$ cat src/rtl/elevator_pkg.sv
// Shared constants for the elevator scheduler: state encoding, direction codes, default sizing.
// Latency: n/a (package only).
// Backpressure: n/a (package only).
package elevator_pkg;

   localparam int DEF_NUM_FLOORS  = 8;
   localparam int DEF_MOVE_CYCLES = 2;
   localparam int DEF_DOOR_CYCLES = 4;

   localparam logic DIR_UP   = 1'b1;
   localparam logic DIR_DOWN = 1'b0;

   typedef enum logic [2:0] {
      IDLE      = 3'd0,
      MOVE_UP   = 3'd1,
      MOVE_DOWN = 3'd2,
      DOOR_OPEN = 3'd3,
      EMERGENCY = 3'd4
   } state_t;

endpackage

$ cat src/rtl/elevator_req_picker.sv
// Finds pending floors above/below the car and the SCAN next target (nearest in dir, else nearest opposite, else here).
// Latency: purely combinational.
// Backpressure: none; evaluated continuously from the registered pending set.
module elevator_req_picker
   import elevator_pkg::*;
#(
   parameter int NUM_FLOORS = DEF_NUM_FLOORS,
   parameter int FLOOR_W    = 3
) (
   input  logic [NUM_FLOORS-1:0] pending,
   input  logic [FLOOR_W-1:0]    current_floor,
   input  logic                  dir,
   output logic                  any_above,
   output logic                  any_below,
   output logic [FLOOR_W-1:0]    next_target
);

   logic [FLOOR_W-1:0] near_above;
   logic [FLOOR_W-1:0] near_below;

   // Ascending scan: first hit above is the nearest above, last hit below is the nearest below.
   always_comb begin
      any_above  = 1'b0;
      any_below  = 1'b0;
      near_above = current_floor;
      near_below = current_floor;
      for (int i = 0; i < NUM_FLOORS; i++) begin
         if (pending[i] && (FLOOR_W'(i) > current_floor) && !any_above) begin
            any_above  = 1'b1;
            near_above = FLOOR_W'(i);
         end
         if (pending[i] && (FLOOR_W'(i) < current_floor)) begin
            any_below  = 1'b1;
            near_below = FLOOR_W'(i);
         end
      end
   end

   // Keep-direction preference, falling back to the opposite side, then to the current floor.
   always_comb begin
      next_target = current_floor;
      if (dir == DIR_UP) begin
         if (any_above)      next_target = near_above;
         else if (any_below) next_target = near_below;
      end else begin
         if (any_below)      next_target = near_below;
         else if (any_above) next_target = near_above;
      end
   end

endmodule

$ cat src/rtl/elevator_sched.sv
// SCAN request scheduler and motion sequencer for one car; ELEV_DOOR_REOPEN_EN lets a same-floor call restart the dwell.
// Latency: call captured on the next edge; a decision is taken one edge later; one floor costs MOVE_CYCLES cycles.
// Backpressure: none; emergency_stop freezes motion and timers while request capture continues.
module elevator_sched
   import elevator_pkg::*;
#(
   parameter int NUM_FLOORS  = DEF_NUM_FLOORS,
   parameter int FLOOR_W     = 3,
   parameter int MOVE_CYCLES = DEF_MOVE_CYCLES,
   parameter int DOOR_CYCLES = DEF_DOOR_CYCLES
) (
   input  logic                  clk,
   input  logic                  reset,
   input  logic                  emergency_stop,
   input  logic [NUM_FLOORS-1:0] call_req,
   output logic [NUM_FLOORS-1:0] pending,
   output logic [FLOOR_W-1:0]    current_floor,
   output logic [FLOOR_W-1:0]    destiny_floor,
   output logic                  move_up,
   output logic                  move_down,
   output logic                  door,
   output logic                  busy
);

   localparam int MOVE_W = (MOVE_CYCLES > 1) ? $clog2(MOVE_CYCLES) : 1;
   localparam int DOOR_W = $clog2(DOOR_CYCLES + 1);
   localparam logic [MOVE_W-1:0]  MOVE_LAST = MOVE_W'(MOVE_CYCLES - 1);
   localparam logic [DOOR_W-1:0]  DOOR_LOAD = DOOR_W'(DOOR_CYCLES);
   localparam logic [FLOOR_W-1:0] TOP_FLOOR = FLOOR_W'(NUM_FLOORS - 1);

   state_t              state, state_nxt;
   state_t              saved_state, saved_nxt;
   logic                dir, dir_nxt;
   logic [FLOOR_W-1:0]  floor_nxt, step_floor;
   logic [MOVE_W-1:0]   move_cnt, move_cnt_nxt;
   logic [DOOR_W-1:0]   door_cnt, door_cnt_nxt;
   logic [NUM_FLOORS-1:0] clr_mask;
   logic                reopen;
   logic                any_above, any_below;
   logic [FLOOR_W-1:0]  next_target;

   elevator_req_picker #(
      .NUM_FLOORS (NUM_FLOORS),
      .FLOOR_W    (FLOOR_W)
   ) u_picker (
      .pending       (pending),
      .current_floor (current_floor),
      .dir           (dir),
      .any_above     (any_above),
      .any_below     (any_below),
      .next_target   (next_target)
   );

   // State register, including the state to resume after an emergency.
   always_ff @(posedge clk or negedge reset) begin
      if (!reset) begin
         state       <= IDLE;
         saved_state <= IDLE;
      end else begin
         state       <= state_nxt;
         saved_state <= saved_nxt;
      end
   end

   // Datapath registers: position, direction, timers, request set and target.
   always_ff @(posedge clk or negedge reset) begin
      if (!reset) begin
         dir           <= DIR_UP;
         current_floor <= '0;
         move_cnt      <= '0;
         door_cnt      <= '0;
         pending       <= '0;
         destiny_floor <= '0;
      end else begin
         dir           <= dir_nxt;
         current_floor <= floor_nxt;
         move_cnt      <= move_cnt_nxt;
         door_cnt      <= door_cnt_nxt;
         pending       <= (pending | call_req) & ~clr_mask;
         destiny_floor <= next_target;
      end
   end

   // Next-state logic; emergency has priority and freezes every counter.
   always_comb begin
      state_nxt    = state;
      saved_nxt    = saved_state;
      dir_nxt      = dir;
      floor_nxt    = current_floor;
      move_cnt_nxt = move_cnt;
      door_cnt_nxt = door_cnt;
      clr_mask     = '0;
      reopen       = 1'b0;
      step_floor   = current_floor;
      if (emergency_stop) begin
         if (state != EMERGENCY) begin
            state_nxt = EMERGENCY;
            saved_nxt = state;
         end
      end else begin
         case (state)
            IDLE: begin
               if (pending[current_floor]) begin
                  state_nxt               = DOOR_OPEN;
                  door_cnt_nxt            = DOOR_LOAD;
                  clr_mask[current_floor] = 1'b1;
               end else if ((dir == DIR_UP) ? any_above : any_below) begin
                  state_nxt    = (dir == DIR_UP) ? MOVE_UP : MOVE_DOWN;
                  move_cnt_nxt = '0;
               end else if (any_above || any_below) begin
                  dir_nxt      = ~dir;
                  state_nxt    = (dir == DIR_UP) ? MOVE_DOWN : MOVE_UP;
                  move_cnt_nxt = '0;
               end
            end
            MOVE_UP, MOVE_DOWN: begin
               if (move_cnt == MOVE_LAST) begin
                  step_floor   = (state == MOVE_UP) ? current_floor + 1'b1 : current_floor - 1'b1;
                  floor_nxt    = step_floor;
                  move_cnt_nxt = '0;
                  // Only requests already latched before this arrival edge stop the car here.
                  if (pending[step_floor]) begin
                     state_nxt            = DOOR_OPEN;
                     door_cnt_nxt         = DOOR_LOAD;
                     clr_mask[step_floor] = 1'b1;
                  end else if ((state == MOVE_UP && step_floor == TOP_FLOOR) ||
                               (state == MOVE_DOWN && step_floor == '0)) begin
                     state_nxt = IDLE;
                  end
               end else begin
                  move_cnt_nxt = move_cnt + 1'b1;
               end
            end
            DOOR_OPEN: begin
               // A call for the floor the car stands at is absorbed, never left pending.
               clr_mask[current_floor] = 1'b1;
`ifdef ELEV_DOOR_REOPEN_EN
               reopen = call_req[current_floor];
`endif
               if (reopen) begin
                  door_cnt_nxt = DOOR_LOAD;
               end else if (door_cnt <= DOOR_W'(1)) begin
                  state_nxt    = IDLE;
                  door_cnt_nxt = '0;
               end else begin
                  door_cnt_nxt = door_cnt - 1'b1;
               end
            end
            EMERGENCY: state_nxt = saved_state;
            default:   state_nxt = IDLE;
         endcase
      end
   end

   // Outputs decoded from state; the door stays as it was while halted.
   always_comb begin
      move_up   = (state == MOVE_UP);
      move_down = (state == MOVE_DOWN);
      door      = (state == DOOR_OPEN) || (state == EMERGENCY && saved_state == DOOR_OPEN);
      busy      = (state != IDLE);
   end

endmodule
$ cat config.mk
export PLATFORM = sky130hd
export DESIGN_NAME = elevator_sched
export DESIGN_NICKNAME = d
export VERILOG_FILES = /design/src/rtl/elevator_pkg.sv /design/src/rtl/elevator_req_picker.sv /design/src/rtl/elevator_sched.sv
export SDC_FILE = /design/constraint.sdc
export NUM_CORES = 1
export LEC_CHECK = 0
export BUFFER_PORTS_ARGS = -buffer_cell sky130_fd_sc_hd__buf_2
export CORE_MARGIN = 1
export CORE_UTILIZATION = 63
export CTS_CLUSTER_SIZE = 12
export DETAILED_ROUTE_END_ITERATION = 12
export PLACE_DENSITY = 0.86
export SYNTH_ARGS = -nofsm -noshare
export SYNTH_HDL_FRONTEND = slang
export SYNTH_SLANG_ARGS = --single-unit
$ cat constraint.sdc
create_clock -name clk -period 6.76 [get_ports clk]
set_input_delay 1.69 -clock clk [delete_from_list [all_inputs] [get_ports clk]]
set_output_delay 1.69 -clock clk [all_outputs]
set_load 0.01 [all_outputs]
-- Yosys cells after proc, flatten, opt, wreduce, memory -nomap -nowiden
Index checks and enable logic that the tools add are counted.
- bits in registers: 25
- logic and storage cells: 181
- bitwise logic cells: 7
- add/subtract/negate cells: 4
- reductions and logical operators: 50
- order comparisons: 21
- equality and inequality tests: 17
- muxes and demuxes: 74
- operators with widths (cell ; number):
    3-bit two-way mux ; 35
    8-bit two-way mux ; 4
    1-bit logical AND ; 28
    1-bit two-way mux ; 25
    8-bit case mux with 3 select lines ; 1
    5-bit AND reduction ; 3
    3-bit greater-than comparator (first input constant) ; 4
    3-bit < comparator (first input constant) ; 4
    3-bit != test (second input constant) ; 4
    3-bit case mux with 4 select lines ; 1
    3-bit by 2-bit equality test with 1-bit output (second input constant) ; 3
    3-bit case mux with 3 select lines ; 1
    8-bit bitwise AND ; 1
    3-bit by 4-bit < comparator with 1-bit output (second input constant) ; 2
    2-bit != test (second input constant) ; 4
    8-bit NOT ; 1
    8-bit bitwise OR ; 1
    1-bit logical NOT ; 7
    1-bit binary-select mux with 3-bit select ; 2
    1-bit demux with 3-bit select ; 2
    3-bit equality test (second input constant) ; 2
    3-bit by 1-bit greater-or-equal comparator with 1-bit output (second input constant) ; 2
    1-bit by 3-bit greater-than comparator with 1-bit output (first input constant) ; 2
    2-bit by 3-bit greater-than comparator with 1-bit output (first input constant) ; 2
    21 further kinds ; 32

-- Longest topological paths before layout
Gate-level depths: netlist of the first run.
- word-level depth: 30
- gate-level depth with buffers: 10

-- Cells and area by module
Synthesis of the first run repeated with hierarchy kept, for this count alone.
- cell total of the unflattened synthesis: 247
- area total of the unflattened synthesis: 2167.1 um2
- by module, submodules not included (module ; area each (um2) ; cells an instance ; instances):
    elevator_sched ; 1639.1 ; 164 ; 1
    elevator_req_picker ; 528.0 ; 83 ; 1

-- Least setup slack after synthesis of the first run
OpenSTA, ideal clock, no wires.
- path type: register to output
- start point: reg state[2]
- end point: out door
- arrival time: 1.326 ns
- stages on the path, launching flop included: 4
- required time: 5.070 ns
- setup slack: 3.744 ns
- cells stage by stage: dfrtp_1 clkbuf_1 inv_1 o41ai_1
- word-level cells in the longest chain between the ends: 3
- elaborated cells between the ends (all ways): 4
- those cells by class: eq/ne (2); reduce/logical (2)
- RTL lines (what ; line ; source):
    from (decl) ; elevator_sched.sv:31 ; state_t state, state_nxt;
    from (signal assigned) ; elevator_sched.sv:60 ; state <= state_nxt;
    3-bit equality test ; elevator_sched.sv:159 ; door = (state == DOOR_OPEN) || (state == EMERGENCY && saved_state == DOOR_OPEN);
    1-bit logical AND ; elevator_sched.sv:159 ;
    1-bit logical OR (*) ; elevator_sched.sv:159 ;
    to (decl) ; elevator_sched.sv:21 ; output logic door,
Every way passes the cells marked *; elsewhere a longest branch is shown, timed or not.

-- Worst setup path after layout of the first run
- start point: reg state[0]
- end point: out move_up
- word-level cells in the longest chain between the ends: 1
- RTL lines (what ; line ; source):
    3-bit by 1-bit equality test with 1-bit output ; elevator_sched.sv:157 ; move_up = (state == MOVE_UP);
    to (decl) ; elevator_sched.sv:19 ; output logic move_up,
Every way passes these cells.

==> results.yml, run 1 <==
run_status:
  outcome: "completed"
setup_path:
  cp_top_family: "flip-flops"
  slowest_delay_ns: 0.61
  crit_slowest_cell: "dfrtp_1"
  timing.reg2reg.setup_slack_ns: 3.43
  required_ns: 5.07
  worstSetupEndpointType: "output port"
  cp_max_fo: 11
  r2r_cells: 9
  path_class: "flip-flop to output port"
  r2r_end: "state[1]$_DFFE_PN0P_"
  crit_path_start_kind: "flip-flop"
  crit_chain: "or3b_1, inv_2, buf_2"
  r2r_start: "current_floor[0]$_DFFE_PN0P_"
  path_buf_inv: 2
  critPathArrivalTime_ns: 1.89
timing:
  maxSlewHeadroom_pct: 42.20
  fin_worst_skew_ns: 0.01071
  setup_viol: 0
  rsz0062_at_grt: "false"
  layout_setup_ws_ns: 3.183
  post-route-period-util_pct: 52.92
  max_freq_ghz: 0.2795
  drv_slew: 0
  whs_ns: 0.5434
  period_needed_ns: 3.577
  report.final.hold_viol_count: 0
  tightestPinTransition_ns: 0.8669
  finalSetupTns_ns: 0
floorplanning:
  die_w_um: 61.21
  initial_utilization_pct: 66.18
  core_area_mm2: 0.003337
  die-height_um: 61.21
  num_rows: 21
  io_pins: 29
  dieArea_mm2: 0.003746
clock_network:
  clkTransAtPathRegs_ns: 0.15
  root_buffer: "clkbuf_4"
  clockBufferDepth: 2
  post_cts_resized: 0
  holdBufCountCts: 0
  cts_setup_buffers: 0
  cts_sinks: 25
  htreeDepth: 1
  numCtsBuffers: 3
  clk_latency_ns: 0.34
  tritoncts: "built"
layout:
  drive_gt1_share_pct: 20.00
  area_growth_pct: 6.402
  fin_nets: 305
  n_antenna_cell: 0
  finalInstanceArea_mm2: 0.002350
  layout_commonest_cell: "nor2_1"
  final_cell_mix: "31 x nor2_1, 28 x buf_2, 24 x dfrtp_1"
synth:
  avgSynthCellArea_um2: 8.240
  ys_warn_count: 0
  synth_edf_count: 0
  yosysSeqAreaShare_pct: 28.39
  syn_area_mm2: 0.002208
  synthArstFlopShare_pct: 100.0
  synth_fp_nets: 287
  ys_seq_elements: 25
  synthFlopType: "dfrtp_1"
  syn_inst: 268
  ys_types: 66
min_path:
  hold_end: "door_cnt[1]$_DFFE_PN0P_"
  worstHoldStart: "door_cnt[1]$_DFFE_PN0P_"
  worstHoldPathType: "flip-flop to flip-flop"
  hold_depth: 2
placement:
  place_area_mm2: 0.002320
  pre_cts_slack_ns: 3.479
  dp.final_hpwl_um: 4105
  io_buffers: 28
  gp_congestion: 0.9863
global_routing:
  grt-busiest-layer: "met2"
  use_met2_pct: 52.95
  grt_max_degree: 29
  grt_use_met1_pct: 44.89
  grt.met3_usage_pct: 3.782
  grt_pass1_wl_um: 8956
  grt_overflow: 0
  grt_pass1_vias: 1864
  grt_antenna_before_repair: 0
  grt.total_usage_pct: 32.65
drt:
  drt_iter0_markers: 214
  dr.pass1.iters: 5
  avgViaCountPerCell: 6.656
  routed_wl_um: 5718
  ant_nets: 0
  drc: 0
  vias: 2203
  wl_per_cell_um: 17.27
pwr:
  p_per_area_mw_per_mm2: 428.3
  vdd_drop_max_uv: 220.3
  leakage_nw: 0.9547
  finalPower_w: 0.001006
run:
  maxCapViolCount: 0
registers in the layout, indices dropped and copies added, names as in the netlist:
| register | cells |
|---|---|
| move_cnt | 1 |
| current_floor | 3 |
| saved_state | 3 |
| door_cnt | 3 |
| destiny_floor | 3 |
| dir | 1 |
| pending | 8 |
| state | 3 |
kinds of logic after synthesis:
logic type / synth area share [%]
compound gates: 29.75
xor+xnor: 2.437
fa+ha+maj: 4.533
buf+inv: 6.628
flops: 28.39
mux: 4.362
simple gates: 23.91
synthesized netlist by cell type (2+ instances only):
cell / number / area share (%)
a211o_1: 2 / 0.79
a211oi_1: 2 / 0.68
a21o_1: 2 / 0.68
a21oi_1: 14 / 3.2
a221oi_2: 2 / 1.4
a22o_1: 3 / 1.2
a22oi_1: 4 / 1.4
a311oi_1: 4 / 1.6
a31oi_1: 7 / 2.0
buf_2: 3 / 0.68
buf_6: 4 / 2.0
clkbuf_1: 8 / 1.4
dfrtp_1: 24 / 27
ha_1: 8 / 4.5
inv_1: 12 / 2.0
inv_2: 2 / 0.34
mux2i_1: 4 / 1.8
mux4_2: 2 / 2.0
nand2_1: 20 / 3.4
nand2b_1: 7 / 2.0
nand3_1: 7 / 1.6
nand4_1: 3 / 0.85
nor2_1: 31 / 5.3
nor2b_1: 4 / 1.1
nor3_1: 11 / 2.5
o211ai_1: 4 / 1.4
o21a_1: 4 / 1.4
o21ai_0: 20 / 4.5
o21bai_1: 2 / 0.68
o22ai_1: 4 / 1.1
or2_2: 5 / 1.4
or3_1: 3 / 0.85
xnor2_1: 3 / 1.2
power by group:
part / internal, W / switching (W) / total, W
clock: 0.0000227 / 0.0000487 / 0.0000714
sequential: 0.000199 / 0.0000963 / 0.000296
combinational: 0.000260 / 0.000380 / 0.000639
total: 0.000482 / 0.000525 / 0.00101
worst max-delay path by stage:
stage / from / to / slack, ns / depth (start not counted)
final: state[0]$_DFFE_PN0P_ / move_up / 3.18 / 3
after global routing: state[0]$_DFFE_PN0P_ / move_up / 3.16 / 3
after CTS: state[0]$_DFFE_PN0P_ / move_up / 3.23 / 3
after detailed placement: current_floor[0]$_DFFE_PN0P_ / state[1]$_DFFE_PN0P_ / 3.48 / 9
after global placement: current_floor[0]$_DFFE_PN0P_ / pending[6]$_DFF_PN0_ / 3.57 / 9
after floorplan: state[2]$_DFFE_PN0P_ / door / 3.74 / 3
metrics by stage:
| stage | util, % | cells |
|---|---|---|
| 3_5_place_dp | 69.52 | 327 |
| 5_1_grt | 70.42 | 331 |
| 3_3_place_gp | 69.52 | 327 |
| 2_1_floorplan | - | 268 |
| 4_1_cts | 70.42 | 331 |
| 6_report | 70.42 | 331 |
cell type report:
class | instances | area [µm²]
Clock buffer | 3 | 22.52
Clock inverter | 1 | 7.507
Fill cell | 295 | 987.2
Inverter | 14 | 52.55
Multi-Input combinational cell | 213 | 1435
Sequential cell | 25 | 626.9
Tap cell | 46 | 57.56
Timing Repair Buffer | 29 | 147.6
routing by layer:
| layer | vias up | share of wire, % |
|---|---|---|
| met2 | 137 | 47 |
| li1 | 1029 | - |
| met5 | - | 0 |
| met3 | 12 | 8.0 |
| met1 | 1025 | 43 |
| met4 | 0 | 1.8 |
tightest hold or removal path: cells and delay by family (launching register included):
kind	cells	cell delay, ns
flops	1	0.40
compound gates	1	0.07
simple gates	1	0.05
(Power assumes the default switching activity.)
==> run 2: changes to the inputs <==
--- a/config.mk
+++ b/config.mk
@@ -7,10 +7,10 @@
 export LEC_CHECK = 0
 export BUFFER_PORTS_ARGS = -buffer_cell sky130_fd_sc_hd__buf_2
 export CORE_MARGIN = 1
-export CORE_UTILIZATION = 63
+export CORE_UTILIZATION = 53
 export CTS_CLUSTER_SIZE = 12
 export DETAILED_ROUTE_END_ITERATION = 12
-export PLACE_DENSITY = 0.86
+export PLACE_DENSITY = 0.77
 export SYNTH_ARGS = -nofsm -noshare
 export SYNTH_HDL_FRONTEND = slang
 export SYNTH_SLANG_ARGS = --single-unit
==> constraint.sdc (replaced) <==
create_clock -name clk -period 3.15 [get_ports clk]
set_input_delay 0.7875 -clock clk [delete_from_list [all_inputs] [get_ports clk]]
set_output_delay 0.7875 -clock clk [all_outputs]
set_load 0.01 [all_outputs]
==> results.yml, run 2 (same netlist as run 1, synthesis figures left out) <==
floorplanning:
  die_w_um: 66.55
  core_area_mm2: 0.004000
  initial_utilization_pct: 55.21
  die-height_um: 66.55
  num_rows: 23
  dieArea_mm2: 0.004429
  io_pins: 29
clock_network:
  clkTransAtPathRegs_ns: 0.10
  cts_sinks: 25
  tritoncts: "built"
  clockBufferDepth: 2
  cts_setup_buffers: 0
  root_buffer: "clkbuf_8"
  numCtsBuffers: 3
  post_cts_resized: 0
  clk_latency_ns: 0.27
  holdBufCountCts: 0
  htreeDepth: 1
timing:
  finalSetupTns_ns: 0
  setup_viol: 0
  tightestPinTransition_ns: 0.5781
  report.final.hold_viol_count: 0
  max_freq_ghz: 0.3508
  period_needed_ns: 2.851
  maxSlewHeadroom_pct: 61.46
  rsz0062_at_grt: "false"
  post-route-period-util_pct: 90.50
  drv_slew: 0
  whs_ns: 0.5019
  fin_worst_skew_ns: 0.008365
  layout_setup_ws_ns: 0.2992
pwr:
  p_per_area_mw_per_mm2: 914.4
  leakage_nw: 0.9967
  vdd_drop_max_uv: 459.3
layout:
  n_antenna_cell: 0
  final_cell_mix: "31 x nor2_1, 28 x buf_2, 24 x dfrtp_1"
  area_growth_pct: 9.405
  largest_register: "pending"
  fin_cells: 341
  fin_nets: 311
  largest_reg_flops: 8
  layout_commonest_cell: "nor2_1"
  drive_gt1_share_pct: 21.65
setup_path:
  endpoint: "state[0]$_DFFE_PN0P_"
  r2r_start: "current_floor[0]$_DFFE_PN0P_"
  worstSetupEndpointType: "flip-flop"
  crit_chain: "ha_1, ha_1, nor4b_1, a211oi_1, a221oi_2, nor2_2, o21ai_0, a2111o_1, nand2_1"
  critPathLaunch: "current_floor[0]$_DFFE_PN0P_"
  r2r_end: "state[0]$_DFFE_PN0P_"
  slowest_delay_ns: 0.56
  r2r_cells: 9
  required_ns: 3.32
  critPathArrivalTime_ns: 3.02
  timing.reg2reg.setup_slack_ns: 0.30
  path_class: "flip-flop to flip-flop"
  crit_slowest_cell: "nor4b_1"
  critPathMostFrequentCell: "ha_1"
  crit_path_start_kind: "flip-flop"
  cp_max_fo: 9
global_routing:
  grt_max_degree: 26
  grt_pass1_wl_um: 9418
  grt.total_usage_pct: 27.65
  grt_overflow: 0
  grt_pass1_vias: 1967
  grt_antenna_before_repair: 0
placement:
  dp.cells: 337
  io_buffers: 28
  dp.final_hpwl_um: 4200
  pre_cts_slack_ns: 0.3570
  gp_congestion: 0.9109
drt:
  drt_iter0_markers: 229
  wl_per_cell_um: 16.64
  ant_nets: 0
  routed_wl_um: 5673
  dr.pass1.iters: 4
  drc: 0
  avgViaCountPerCell: 6.367
  vias: 2171
min_path:
  worstHoldPathType: "input port to asynchronous set/reset pin"
run:
  maxCapViolCount: 0
run_status:
  outcome: "completed"
run 2: cell count changes in the layout (fill, tap and decap cells not counted):
cell / previous run / this run
buf_4: 1 / 7
clkbuf_4: 3 / 0
clkbuf_8: 0 / 3
clkinv_2: 0 / 1
clkinvlp_4: 1 / 0
run 2: worst min-delay path by stage:
stage / to / slack, ns
4_1_cts: destiny_floor[0]$_DFF_PN0_ / 0.52
5_1_grt: destiny_floor[0]$_DFF_PN0_ / 0.56
3_5_place_dp: saved_state[1]$_DFFE_PN0P_ / 0.51
2_1_floorplan: door_cnt[1]$_DFFE_PN0P_ / 0.47
3_3_place_gp: door_cnt[1]$_DFFE_PN0P_ / 0.50
6_report: destiny_floor[0]$_DFF_PN0_ / 0.50
run 2: worst max-delay path, delay by kind of cell, from the launching register on:
| family | cells | cell delay [ns] |
|---|---|---|
| compound gates | 4 | 0.89 |
| fa+ha+maj | 2 | 0.65 |
| flops | 1 | 0.50 |
| simple gates | 3 | 0.73 |
run 2: routing by layer:
layer	routed length [µm]	track usage (%)
met1	2603	38.49
met2	2679	44.70
met3	311	3.767
met4	77	6.915
met5	0	0
run 2: report_power, final:
group / leakage, nW / internal [W] / switching [W]
Clock: 0.0255 / 0.0000885 / 0.000109
Sequential: 0.282 / 0.000430 / 0.000127
Combinational: 0.689 / 0.000587 / 0.000868
Total: 0.997 / 0.00111 / 0.00110
run 2: cell type report:
type / instances / area [µm²]
fill: 379 / 1584
multi-input combinational: 213 / 1435
sequential: 25 / 626.9
timing repair buffer: 35 / 192.7
tap: 50 / 62.56
inverter: 14 / 52.55
clock buffer: 3 / 41.29
clock inverter: 1 / 5.005
run 2: per-stage QoR:
stage                     util, %  cell area, µm²  total power [W]
after floorplan                 -            2208         0.001699
after global placement      59.24            2370         0.001978
after detailed placement    59.24            2370         0.001995
after CTS                   60.40            2416         0.002199
after global routing        60.40            2416         0.002406
final                       60.40            2416         0.002209
==> run 3: changes to the inputs <==
--- a/config.mk
+++ b/config.mk
@@ -5,6 +5,8 @@
 export SDC_FILE = /design/constraint.sdc
 export NUM_CORES = 1
 export LEC_CHECK = 0
+export ABC_AREA = 1
+export ABC_CLOCK_PERIOD_IN_PS = 3150
 export BUFFER_PORTS_ARGS = -buffer_cell sky130_fd_sc_hd__buf_2
 export CORE_MARGIN = 1
 export CORE_UTILIZATION = 53
==> results.yml, run 3 <==
drt:
  routed.top_layer: "met4"
  wl_met2_um: 2536
  wl_per_cell_um: 13.67
  avgViaCountPerCell: 5.490
  vias: 2218
  drc: 0
  ant_nets: 0
  wl_met1_um: 2617
  route.met3.wl_um: 320
  dr.pass1.iters: 6
  routed_wl_um: 5524
  drt_iter0_markers: 194
layout:
  n_antenna_cell: 0
  area_growth_pct: 9.137
  final_cell_mix: "100 x nand2_1, 33 x nor2_1, 30 x inv_1"
  fillers: 369
  largest_reg_flops: 8
  largest_register: "pending"
  drive_gt1_share_pct: 22.60
  utilization_pct: 60.15
  fin_nets: 374
  layout_commonest_cell: "nand2_1"
timing:
  whs_ns: 0.4963
  post-route-period-util_pct: 79.54
  max_freq_ghz: 0.3991
  layout_setup_ws_ns: 0.6445
  finalSetupTns_ns: 0
  period_needed_ns: 2.505
  setup_viol: 0
  report.final.hold_viol_count: 0
  maxSlewHeadroom_pct: 52.54
  fin_worst_skew_ns: 0.006476
  tightestPinTransition_ns: 0.7119
  drv_slew: 0
  rsz0062_at_grt: "false"
run:
  maxCapViolCount: 0
floorplanning:
  initial_utilization_pct: 55.11
  io_pins: 29
  core_area_mm2: 0.004000
  die_w_um: 66.50
  die-height_um: 66.50
  num_rows: 23
  dieArea_mm2: 0.004422
global_routing:
  grt_pass1_vias: 1924
  grt_overflow: 0
  grt_max_degree: 26
  grt_pass1_wl_um: 9018
  grt.total_usage_pct: 26.94
  grt_antenna_before_repair: 0
placement:
  io_buffers: 28
  dp.final_hpwl_um: 4163
  pre_cts_slack_ns: 0.7064
  gp_congestion: 0.9762
synth:
  synthFlopType: "dfrtp_1"
  synth_top_area_share_pct: 27.24
  yosysTopAreaCell: "dfrtp_1"
  syn_inst: 328
  yosysSeqAreaShare_pct: 28.43
  synthArstFlopShare_pct: 100.0
  synth_fp_nets: 347
  ys_top_cells_by_count: "100 x nand2_1, 33 x nor2_1, 30 x inv_1, 24 x dfrtp_1, 24 x nand3_1"
  avgSynthCellArea_um2: 6.721
  synthTopCellsByArea: "dfrtp_1 27%, nand2_1 17%, nor2_1 5.6%"
  ys_warn_count: 0
  syn_area_mm2: 0.002205
  ys_types: 37
  ys_seq_elements: 25
  synth_edf_count: 0
  synth_most_common_cell: "nand2_1"
setup_path:
  r2r_start: "current_floor[1]$_DFFE_PN0P_"
  crit_path_start_kind: "flip-flop"
  required_ns: 3.32
  worstSetupEndpointType: "flip-flop"
  path_class: "flip-flop to flip-flop"
  critPathLaunch: "current_floor[1]$_DFFE_PN0P_"
  timing.reg2reg.setup_slack_ns: 0.64
  critPathArrivalTime_ns: 2.68
  cp_max_fo: 13
pwr:
  p_per_area_mw_per_mm2: 961.5
  vdd_drop_max_uv: 515.8
  leakage_nw: 1.239
run_status:
  outcome: "completed"
clock_network:
  htreeDepth: 1
  cts_sinks: 25
  numCtsBuffers: 3
  root_buffer: "clkbuf_8"
  holdBufCountCts: 0
  cts_setup_buffers: 0
  clk_latency_ns: 0.28
  post_cts_resized: 0
  tritoncts: "built"
  clkTransAtPathRegs_ns: 0.10
  clockBufferDepth: 2
min_path:
  worstHoldPathType: "input port to asynchronous set/reset pin"
-- run 3: layout make-up --
class,instances,area (µm²),area share [%]
clock buffers,3,41.29,1.716
flip-flops and latches,25,626.9,26.05
clock inverters,1,5.005,0.2080
inverters,41,156.4,6.500
repair buffers,30,155.1,6.448
multi-input cells,254,1359,56.47
well taps,50,62.56,2.600
-- run 3: final timing paths --
kind	end	depth (start not counted)
max	state[1]$_DFFE_PN0P_	14
min	pending[0]$_DFF_PN0_	1
max reg2reg	state[1]$_DFFE_PN0P_	14
min reg2reg	saved_state[1]$_DFFE_PN0P_	2
max in group asynchronous	move_cnt$_DFFE_PN0P_	1
min in group clk	saved_state[1]$_DFFE_PN0P_	2
-- run 3: logic make-up after synthesis --
family	count (synthesis)	synth area share, %
AO/OA/AOI/OAI	45	12.60
XOR/XNOR	3	1.192
adder cells (fa/ha/maj)	8	4.540
buffers and inverters	49	9.932
flip-flops	25	28.43
AND/OR/NAND/NOR	198	43.30
-- run 3: where the power goes --
part	internal [W]	switching [W]
clock network	0.0000889	0.000117
logic	0.000484	0.000986
registers	0.000437	0.000201
total	0.00101	0.00130
-- run 3: routing by layer --
metal,vias up,global-route usage (%)
met4,0,4.787
met3,6,2.568
met1,1012,38.82
met5,-,0
met2,91,44.01
li1,1109,-
-- run 3: critical path, stage by stage (launching register included) --
cell     delay (ns)
dfrtp_1        0.69
inv_2          0.23
ha_1           0.37
inv_1          0.07
nand4_1        0.14
nand2_2        0.15
nand2_1        0.06
nand2_1        0.06
nand2_1        0.07
nand2_2        0.09
nand2_2        0.06
nor2_2         0.19
nor2_4         0.08
nand3_1        0.08
nand2_1        0.06
-- run 3: per-stage QoR --
step                      cells  instance area [µm²]  total power [W]
after floorplan             328                 2205         0.001787
after global routing        404                 2406         0.002534
after detailed placement    400                 2360         0.002091
final                       404                 2406         0.002314
after CTS                   404                 2406         0.002297
after global placement      400                 2360         0.002068
